**src/rtl/idexe_pipe_hz_if.sv**
```systemverilog
// ID/EXE stage bundle: decode-side inputs, execute-side registered outputs,
// and the combinational load-use hazard back to IF/ID.
interface idexe_pipe_hz_if #(
  parameter int ARQ        = 16,
  parameter int JADDR_W    = 13,
  parameter int ALU_OP_W   = 2,
  parameter int REG_ADDR_W = 4,
  parameter int CNT_W      = 8
);
  logic                  stall_in, flush_in, valid_in;
  logic                  wb_enable_in, mem_enable_in, mux_exe_in, jop_lsb_in;
  logic [ARQ-1:0]        src1_in, src2_in, srcdest_in, imm_in;
  logic [ALU_OP_W-1:0]   alu_op_in;
  logic [JADDR_W-1:0]    jaddr_in;
  logic [REG_ADDR_W-1:0] rs1_addr_in, rs2_addr_in, rd_addr_in;

  logic                  valid_out;
  logic                  wb_enable_out, mem_enable_out, mux_exe_out, jop_lsb_out;
  logic [ARQ-1:0]        src1_out, src2_out, srcdest_out, imm_out;
  logic [ALU_OP_W-1:0]   alu_op_out;
  logic [JADDR_W-1:0]    jaddr_out;
  logic [REG_ADDR_W-1:0] rd_addr_out;
  logic                  hazard_out;
  logic [CNT_W-1:0]      bubble_cnt_out;

  modport master (
    output stall_in, flush_in, valid_in,
           wb_enable_in, mem_enable_in, mux_exe_in, jop_lsb_in,
           src1_in, src2_in, srcdest_in, imm_in, alu_op_in, jaddr_in,
           rs1_addr_in, rs2_addr_in, rd_addr_in,
    input  valid_out, wb_enable_out, mem_enable_out, mux_exe_out, jop_lsb_out,
           src1_out, src2_out, srcdest_out, imm_out, alu_op_out, jaddr_out,
           rd_addr_out, hazard_out, bubble_cnt_out
  );

  modport slave (
    input  stall_in, flush_in, valid_in,
           wb_enable_in, mem_enable_in, mux_exe_in, jop_lsb_in,
           src1_in, src2_in, srcdest_in, imm_in, alu_op_in, jaddr_in,
           rs1_addr_in, rs2_addr_in, rd_addr_in,
    output valid_out, wb_enable_out, mem_enable_out, mux_exe_out, jop_lsb_out,
           src1_out, src2_out, srcdest_out, imm_out, alu_op_out, jaddr_out,
           rd_addr_out, hazard_out, bubble_cnt_out
  );
endinterface

```
**src/rtl/idexe_pipe_hz.sv**
```systemverilog
// ID/EXE pipeline register with valid, stall, flush, load-use bubble
// insertion and a saturating bubble counter.
module idexe_pipe_hz #(
  parameter int ARQ        = 16,
  parameter int JADDR_W    = 13,
  parameter int ALU_OP_W   = 2,
  parameter int REG_ADDR_W = 4,
  parameter int CNT_W      = 8
) (
  input  logic            clk,
  input  logic            rst,
  idexe_pipe_hz_if.slave  bus
);

  typedef struct packed {
    logic                  valid;
    logic                  wb_en;
    logic                  mem_en;
    logic                  mux_exe;
    logic                  jop_lsb;
    logic [ARQ-1:0]        src1;
    logic [ARQ-1:0]        src2;
    logic [ARQ-1:0]        srcdest;
    logic [ARQ-1:0]        imm;
    logic [ALU_OP_W-1:0]   alu_op;
    logic [JADDR_W-1:0]    jaddr;
    logic [REG_ADDR_W-1:0] rd;
  } stage_t;

  stage_t           stage_q, stage_d, stage_in;
  logic [CNT_W-1:0] cnt_q, cnt_d, cnt_inc;
  logic             load_in_exe, hazard;

  always_comb begin
    stage_in.valid   = bus.valid_in;
    stage_in.wb_en   = bus.wb_enable_in;
    stage_in.mem_en  = bus.mem_enable_in;
    stage_in.mux_exe = bus.mux_exe_in;
    stage_in.jop_lsb = bus.jop_lsb_in;
    stage_in.src1    = bus.src1_in;
    stage_in.src2    = bus.src2_in;
    stage_in.srcdest = bus.srcdest_in;
    stage_in.imm     = bus.imm_in;
    stage_in.alu_op  = bus.alu_op_in;
    stage_in.jaddr   = bus.jaddr_in;
    stage_in.rd      = bus.rd_addr_in;
  end

  // A valid load sits in EXE; its result is not ready for the instruction in ID.
  assign load_in_exe = stage_q.valid & stage_q.mem_en & stage_q.wb_en;
  assign hazard = bus.valid_in & load_in_exe & (stage_q.rd != '0) &
                  ((stage_q.rd == bus.rs1_addr_in) | (stage_q.rd == bus.rs2_addr_in)) &
                  ~bus.flush_in;

  assign cnt_inc = (&cnt_q) ? cnt_q : cnt_q + CNT_W'(1);

  always_comb begin
    stage_d = stage_q;
    cnt_d   = cnt_q;
    if (bus.flush_in || (!bus.stall_in && hazard)) begin
      stage_d = '0;
      cnt_d   = cnt_inc;
    end else if (!bus.stall_in) begin
      stage_d = stage_in;
    end
  end

  always_ff @(posedge clk) begin
    if (rst) begin
      stage_q <= '0;
      cnt_q   <= '0;
    end else begin
      stage_q <= stage_d;
      cnt_q   <= cnt_d;
    end
  end

  assign bus.valid_out      = stage_q.valid;
  assign bus.wb_enable_out  = stage_q.wb_en;
  assign bus.mem_enable_out = stage_q.mem_en;
  assign bus.mux_exe_out    = stage_q.mux_exe;
  assign bus.jop_lsb_out    = stage_q.jop_lsb;
  assign bus.src1_out       = stage_q.src1;
  assign bus.src2_out       = stage_q.src2;
  assign bus.srcdest_out    = stage_q.srcdest;
  assign bus.imm_out        = stage_q.imm;
  assign bus.alu_op_out     = stage_q.alu_op;
  assign bus.jaddr_out      = stage_q.jaddr;
  assign bus.rd_addr_out    = stage_q.rd;
  assign bus.hazard_out     = hazard;
  assign bus.bubble_cnt_out = cnt_q;

endmodule

```
**src/flat_wrapper.sv**
```systemverilog
// flat-port wrapper written by rule: the top's interface ports become plain ports
module idexe_pipe_hz_flat 
#(
  parameter int ARQ        = 16,
  parameter int JADDR_W    = 13,
  parameter int ALU_OP_W   = 2,
  parameter int REG_ADDR_W = 4,
  parameter int CNT_W      = 8
)
  (clk, rst, bus_stall_in, bus_flush_in, bus_valid_in, bus_wb_enable_in, bus_mem_enable_in, bus_mux_exe_in, bus_jop_lsb_in, bus_src1_in, bus_src2_in, bus_srcdest_in, bus_imm_in, bus_alu_op_in, bus_jaddr_in, bus_rs1_addr_in, bus_rs2_addr_in, bus_rd_addr_in, bus_valid_out, bus_wb_enable_out, bus_mem_enable_out, bus_mux_exe_out, bus_jop_lsb_out, bus_src1_out, bus_src2_out, bus_srcdest_out, bus_imm_out, bus_alu_op_out, bus_jaddr_out, bus_rd_addr_out, bus_hazard_out, bus_bubble_cnt_out);
  idexe_pipe_hz_if #(.ARQ(ARQ), .JADDR_W(JADDR_W), .ALU_OP_W(ALU_OP_W), .REG_ADDR_W(REG_ADDR_W), .CNT_W(CNT_W)) bus_i ();
  input  logic clk;
  input  logic rst;
  input wire logic [$bits(bus_i.stall_in)-1:0] bus_stall_in;
  input wire logic [$bits(bus_i.flush_in)-1:0] bus_flush_in;
  input wire logic [$bits(bus_i.valid_in)-1:0] bus_valid_in;
  input wire logic [$bits(bus_i.wb_enable_in)-1:0] bus_wb_enable_in;
  input wire logic [$bits(bus_i.mem_enable_in)-1:0] bus_mem_enable_in;
  input wire logic [$bits(bus_i.mux_exe_in)-1:0] bus_mux_exe_in;
  input wire logic [$bits(bus_i.jop_lsb_in)-1:0] bus_jop_lsb_in;
  input wire logic [$bits(bus_i.src1_in)-1:0] bus_src1_in;
  input wire logic [$bits(bus_i.src2_in)-1:0] bus_src2_in;
  input wire logic [$bits(bus_i.srcdest_in)-1:0] bus_srcdest_in;
  input wire logic [$bits(bus_i.imm_in)-1:0] bus_imm_in;
  input wire logic [$bits(bus_i.alu_op_in)-1:0] bus_alu_op_in;
  input wire logic [$bits(bus_i.jaddr_in)-1:0] bus_jaddr_in;
  input wire logic [$bits(bus_i.rs1_addr_in)-1:0] bus_rs1_addr_in;
  input wire logic [$bits(bus_i.rs2_addr_in)-1:0] bus_rs2_addr_in;
  input wire logic [$bits(bus_i.rd_addr_in)-1:0] bus_rd_addr_in;
  output wire logic [$bits(bus_i.valid_out)-1:0] bus_valid_out;
  output wire logic [$bits(bus_i.wb_enable_out)-1:0] bus_wb_enable_out;
  output wire logic [$bits(bus_i.mem_enable_out)-1:0] bus_mem_enable_out;
  output wire logic [$bits(bus_i.mux_exe_out)-1:0] bus_mux_exe_out;
  output wire logic [$bits(bus_i.jop_lsb_out)-1:0] bus_jop_lsb_out;
  output wire logic [$bits(bus_i.src1_out)-1:0] bus_src1_out;
  output wire logic [$bits(bus_i.src2_out)-1:0] bus_src2_out;
  output wire logic [$bits(bus_i.srcdest_out)-1:0] bus_srcdest_out;
  output wire logic [$bits(bus_i.imm_out)-1:0] bus_imm_out;
  output wire logic [$bits(bus_i.alu_op_out)-1:0] bus_alu_op_out;
  output wire logic [$bits(bus_i.jaddr_out)-1:0] bus_jaddr_out;
  output wire logic [$bits(bus_i.rd_addr_out)-1:0] bus_rd_addr_out;
  output wire logic [$bits(bus_i.hazard_out)-1:0] bus_hazard_out;
  output wire logic [$bits(bus_i.bubble_cnt_out)-1:0] bus_bubble_cnt_out;
  assign bus_i.stall_in = bus_stall_in;
  assign bus_i.flush_in = bus_flush_in;
  assign bus_i.valid_in = bus_valid_in;
  assign bus_i.wb_enable_in = bus_wb_enable_in;
  assign bus_i.mem_enable_in = bus_mem_enable_in;
  assign bus_i.mux_exe_in = bus_mux_exe_in;
  assign bus_i.jop_lsb_in = bus_jop_lsb_in;
  assign bus_i.src1_in = bus_src1_in;
  assign bus_i.src2_in = bus_src2_in;
  assign bus_i.srcdest_in = bus_srcdest_in;
  assign bus_i.imm_in = bus_imm_in;
  assign bus_i.alu_op_in = bus_alu_op_in;
  assign bus_i.jaddr_in = bus_jaddr_in;
  assign bus_i.rs1_addr_in = bus_rs1_addr_in;
  assign bus_i.rs2_addr_in = bus_rs2_addr_in;
  assign bus_i.rd_addr_in = bus_rd_addr_in;
  assign bus_valid_out = bus_i.valid_out;
  assign bus_wb_enable_out = bus_i.wb_enable_out;
  assign bus_mem_enable_out = bus_i.mem_enable_out;
  assign bus_mux_exe_out = bus_i.mux_exe_out;
  assign bus_jop_lsb_out = bus_i.jop_lsb_out;
  assign bus_src1_out = bus_i.src1_out;
  assign bus_src2_out = bus_i.src2_out;
  assign bus_srcdest_out = bus_i.srcdest_out;
  assign bus_imm_out = bus_i.imm_out;
  assign bus_alu_op_out = bus_i.alu_op_out;
  assign bus_jaddr_out = bus_i.jaddr_out;
  assign bus_rd_addr_out = bus_i.rd_addr_out;
  assign bus_hazard_out = bus_i.hazard_out;
  assign bus_bubble_cnt_out = bus_i.bubble_cnt_out;
  idexe_pipe_hz #(.ARQ(ARQ), .JADDR_W(JADDR_W), .ALU_OP_W(ALU_OP_W), .REG_ADDR_W(REG_ADDR_W), .CNT_W(CNT_W)) u_core (.clk(clk), .rst(rst), .bus(bus_i));
endmodule
```
**config.mk**
```make
export PLATFORM = sky130hd
export DESIGN_NAME = idexe_pipe_hz_flat
export DESIGN_NICKNAME = d
export VERILOG_FILES = /design/src/rtl/idexe_pipe_hz_if.sv /design/src/rtl/idexe_pipe_hz.sv /design/src/flat_wrapper.sv
export SDC_FILE = /design/constraint.sdc
export NUM_CORES = 1
export LEC_CHECK = 0
export CAP_MARGIN = 40
export CORE_ASPECT_RATIO = 1.25
export CORE_MARGIN = 2
export CORE_UTILIZATION = 67
export CTS_BUF_LIST = sky130_fd_sc_hd__clkbuf_16
export CTS_CLUSTER_DIAMETER = 100
export CTS_CLUSTER_SIZE = 25
export DETAILED_ROUTE_END_ITERATION = 12
export DONT_BUFFER_PORTS = 1
export PLACE_DENSITY_LB_ADDON = 0.25
export SLEW_MARGIN = 20
export SYNTH_ARGS = -nofsm -noshare
export SYNTH_HDL_FRONTEND = slang
export SYNTH_SLANG_ARGS = --single-unit
```
**constraint.sdc**
```tcl
create_clock -name clk -period 5.3 [get_ports clk]
set_input_delay 1.06 -clock clk [delete_from_list [all_inputs] [get_ports clk]]
set_output_delay 1.06 -clock clk [all_outputs]
set_load 0.01 [all_outputs]
```
After elaboration in Yosys (flattened, before gate mapping)
Index checks and enable logic that the tools add are counted.
- register bits after elaboration: 96
- add/sub/neg operators: 1
- equality and inequality tests: 2
- bitwise logic cells: 9
- reductions and logical operators: 7
- operators by type and width (operator ; count):
    adder 8 x 1 -> 8 bit (second input constant) ; 1
    equality test 4 bit ; 2
    AND reduction 8 bit ; 1
    bitwise AND 1 bit ; 6
    nonzero test 4 bit ; 1
    inverter 1 bit ; 2
    AND reduction 2 bit ; 1
    OR reduction 2 bit ; 1
    logical AND 1 bit ; 1
    zero test 1 bit ; 1
    logical OR 1 bit ; 1
    OR 1 bit ; 1

Longest topological paths before layout
- word-level depth: 9
- depth in mapped cells: 6

Worst setup path before layout
OpenSTA, ideal clock, no wires.
- path type: input to output
- start point: input bus_rs1_addr_in[1]
- end point: output bus_hazard_out
- arrival time: 2026 ps
- data required time: 4240 ps
- setup slack: 2214 ps
- stages: 5
- cells stage by stage: xor2_1 > nor4_2 > o21ai_2 > clkbuf_1 > inv_1
- longest elaborated chain between the ends: 4
- RTL lines (item ; RTL line ; RTL):
    from (decl) ; flat_wrapper.sv:27 ; input wire logic [$bits(bus_i.rs1_addr_in)-1:0] bus_rs1_addr_in;
    equality test 4 bit ; idexe_pipe_hz.sv:52 ; ((stage_q.rd == bus.rs1_addr_in) | (stage_q.rd == bus.rs2_addr_in)) &
    OR 1 bit ; idexe_pipe_hz.sv:52 ;
    bitwise AND 1 bit ; idexe_pipe_hz.sv:51 ; assign hazard = bus.valid_in & load_in_exe & (stage_q.rd != '0) &
    bitwise AND 1 bit ; idexe_pipe_hz.sv:52 ;
    to (decl) ; flat_wrapper.sv:42 ; output wire logic [$bits(bus_i.hazard_out)-1:0] bus_hazard_out;
No other way between the ends.

Final worst setup path
Ends and elaborated chain as after synthesis.

==> run summary <==
largest stage delay on the critical path - 0.47 ns
Die ar. - 6110 um^2
async set-or-reset flop fraction in the synthesized netlist - 0
synth top area cells - dfxtp_1, a21oi_1, nand3_1
count leader, synth - dfxtp_1
R2R Path End - u_core.bus.bubble_cnt_out[6]
post-synth top area share - 0.522
I/O pin total - 197
fmax - 334 MHz
Synth top cells by count - dfxtp_1, a21oi_1, nand3_1
worst path bufs/invs - 1
vias after detailed routing - 3160
layout cell share with drive strength beyond 1 - 0.0594
FF+latch count, synth - 96
HPWL Detailed - 5790 um
Die Ht - 86.9 um
CTS tree - yes
Total Routing Usage GR - 0.276
TNS Setup - 0 ns
RSZ-0062 raised after global routing - no
Rows - 30
vias in the first global route - 2803
Post-synth EDFFs - 0
Hold WS - 0.507 ns
DR WL/cell - 17.9 um
critical path class - in2out
area grow syn2layout - 7.20%
MaxCap Viol Count - 0
number of setup buffers added after CTS - 0
total CTS buffers - 9
Setup-failing EPs final - 0
post-CTS resize count - 0
Design Power - 1.41 mW
worst r2r path cells - 7
CP top delay family - simple AND/OR/NAND/NOR gates
1st-iter DRT viols - 207
drt pass-1 iters - 4
YS warnings - 0
first-pass GRT wire length - 13500 um
syn avg cell area - 8.04 um^2
core footprint - 5370 um^2
pwr dens - 358 nW/um^2
Root Buffer - clkbuf_16
hold_buf cts - 0
Crit. End Element - primary output
Post-Synthesis Cell Area - 3680 um^2
DRC Markers - 0
DRT antenna net count - 0
register area share after synthesis - 0.522
largest net degree at the start of global routing - 91
Non-Filler Instances - 502
total grt overflow - 0
# port buffers - 0
Tcrit/Tclk final - 0.564
CP Max Fanout - 2
Reg clk slew, reported paths - 0.06 ns
Critical Path Start Type - input port
Hold Path Depth - 2
clk_skew - 0.0100 ns
Slew HR - 0.442
Worst-Margin Slew - 0.834 ns
final hold viol count - 0
leakage power - 1.40 nW
# diodes - 0
Worst Setup SP - bus_rs1_addr_in[1]
initial core utilization - 0.686
nets@finish - 535
Synth area leader - dfxtp_1
Cells after DPL - 485
CTS Buffer Depth - 2
fin. max-slew vios - 0
status - complete, no violations
later-pin clock latency in the skew report - 0.33 ns
die extent in x - 70.3 um
Post-Syn Instances - 458
initial antenna violation count - 0
worst vdd ir - 214 uV
WHS Endpoint - u_core.bus.srcdest_out[13]
crit-path cells - xor2_1, nor4_2, o21ai_4, inv_1
Detailed Route WL - 8990 um
DR vias/cell - 6.29
net count after synthesis - 559
Worst R2R Setup Slack - 3.06 ns
hold crit path type - reg2reg
fin crit period - 2.99 ns
Critical Path RT - 4.24 ns
Synth Flop Type - dfxtp_1
FF-to-FF Start - u_core.bus.rd_addr_out[3]
H-tree levels - 3
CP arrival - 1.93 ns
Crit-path slowest cell - nor4_2
clock sinks - 96
synth unique cells - 31
placer congestion estimate - 0.781
worst hold path startpoint - u_core.bus.srcdest_out[13]
Core Util, Final - 0.735
layout by cell type (no fill, tap or decap), types with 3 or more instances in the layout:
cell type,Yosys,layout
inv_1,3,4
clkbuf_16,0,9
o31ai_1,4,4
dfxtp_1,96,96
nand2_1,89,89
buf_4,0,3
or4_1,4,4
xor2_1,8,8
a21oi_1,95,95
nand3_1,93,93
state kept, by name, summed over array words and instances, names as in the netlist:
| name | flops |
|---|---|
| u_core.bus.src2_out | 16 |
| u_core.bus.src1_out | 16 |
| u_core.bus.imm_out | 16 |
| u_core.bus.valid_out | 1 |
| u_core.bus.mux_exe_out | 1 |
| u_core.bus.jop_lsb_out | 1 |
| u_core.bus.srcdest_out | 16 |
| u_core.bus.rd_addr_out | 4 |
| u_core.bus.bubble_cnt_out | 8 |
| u_core.bus.alu_op_out | 2 |
| u_core.bus.mem_enable_out | 1 |
| u_core.bus.jaddr_out | 13 |
| u_core.bus.wb_enable_out | 1 |
metal layers:
metal / global-route usage / up-vias / routed length [um]
met5: 0 / - / 0
met4: 0.143 / 0 / 233
met3: 0.0961 / 18 / 940
met2: 0.440 / 156 / 4510
met1: 0.331 / 1453 / 3300
li1: - / 1533 / -
logic make-up (layout without fill, tap and decap cells):
kind of cell               after synthesis  after routing  share of synthesized area
buffers and inverters                   45             25                     0.0479
xor gates and xnor gates                 8              8                     0.0190
adders and majority gates                1              1                    0.00340
AOI/OAI and AO/OA                      107            107                      0.153
DFF                                     96             96                      0.522
muxes                                    1              1                    0.00306
and+or+nand+nor                        200            200                      0.252
metrics by stage:
step / area [um^2] / setup WS [ns]
finish: 3950 / 2.31
CTS: 3900 / 2.30
global placement: 3630 / 2.31
detailed placement: 3640 / 2.31
global route: 3950 / 2.26
floorplan: 3680 / 2.21
worst max path at each step:
stage | to | slack [ns] | cells past startpoint
after floorplan | bus_hazard_out | 2.21 | 5
after global placement | bus_hazard_out | 2.31 | 4
after detailed placement | bus_hazard_out | 2.31 | 4
after CTS | bus_hazard_out | 2.30 | 4
after global routing | bus_hazard_out | 2.26 | 4
final | bus_hazard_out | 2.31 | 4
report_power, final:
part | switching [mW] | internal [mW]
logic | 0.0432 | 0.0275
clock network | 0.259 | 0.313
registers | 0.0284 | 0.744
total | 0.330 | 1.08
worst min-delay path, delay by kind of cell, from the launching register on:
kind / cells / cell delay [ns]
compound gates: 1 / 0.05
simple gates: 1 / 0.07
flops: 1 / 0.34
cell type report:
class,count,area [um^2]
flip-flops and latches,96,1920
multi-input cells,317,1590
fillers,435,1420
clock buffers,9,225
well taps,64,80.1
repair buffers,6,75.1
clock inverters,6,38.8
inverters,4,15.0
No activity file was read; power rests on OpenSTA's default activity.
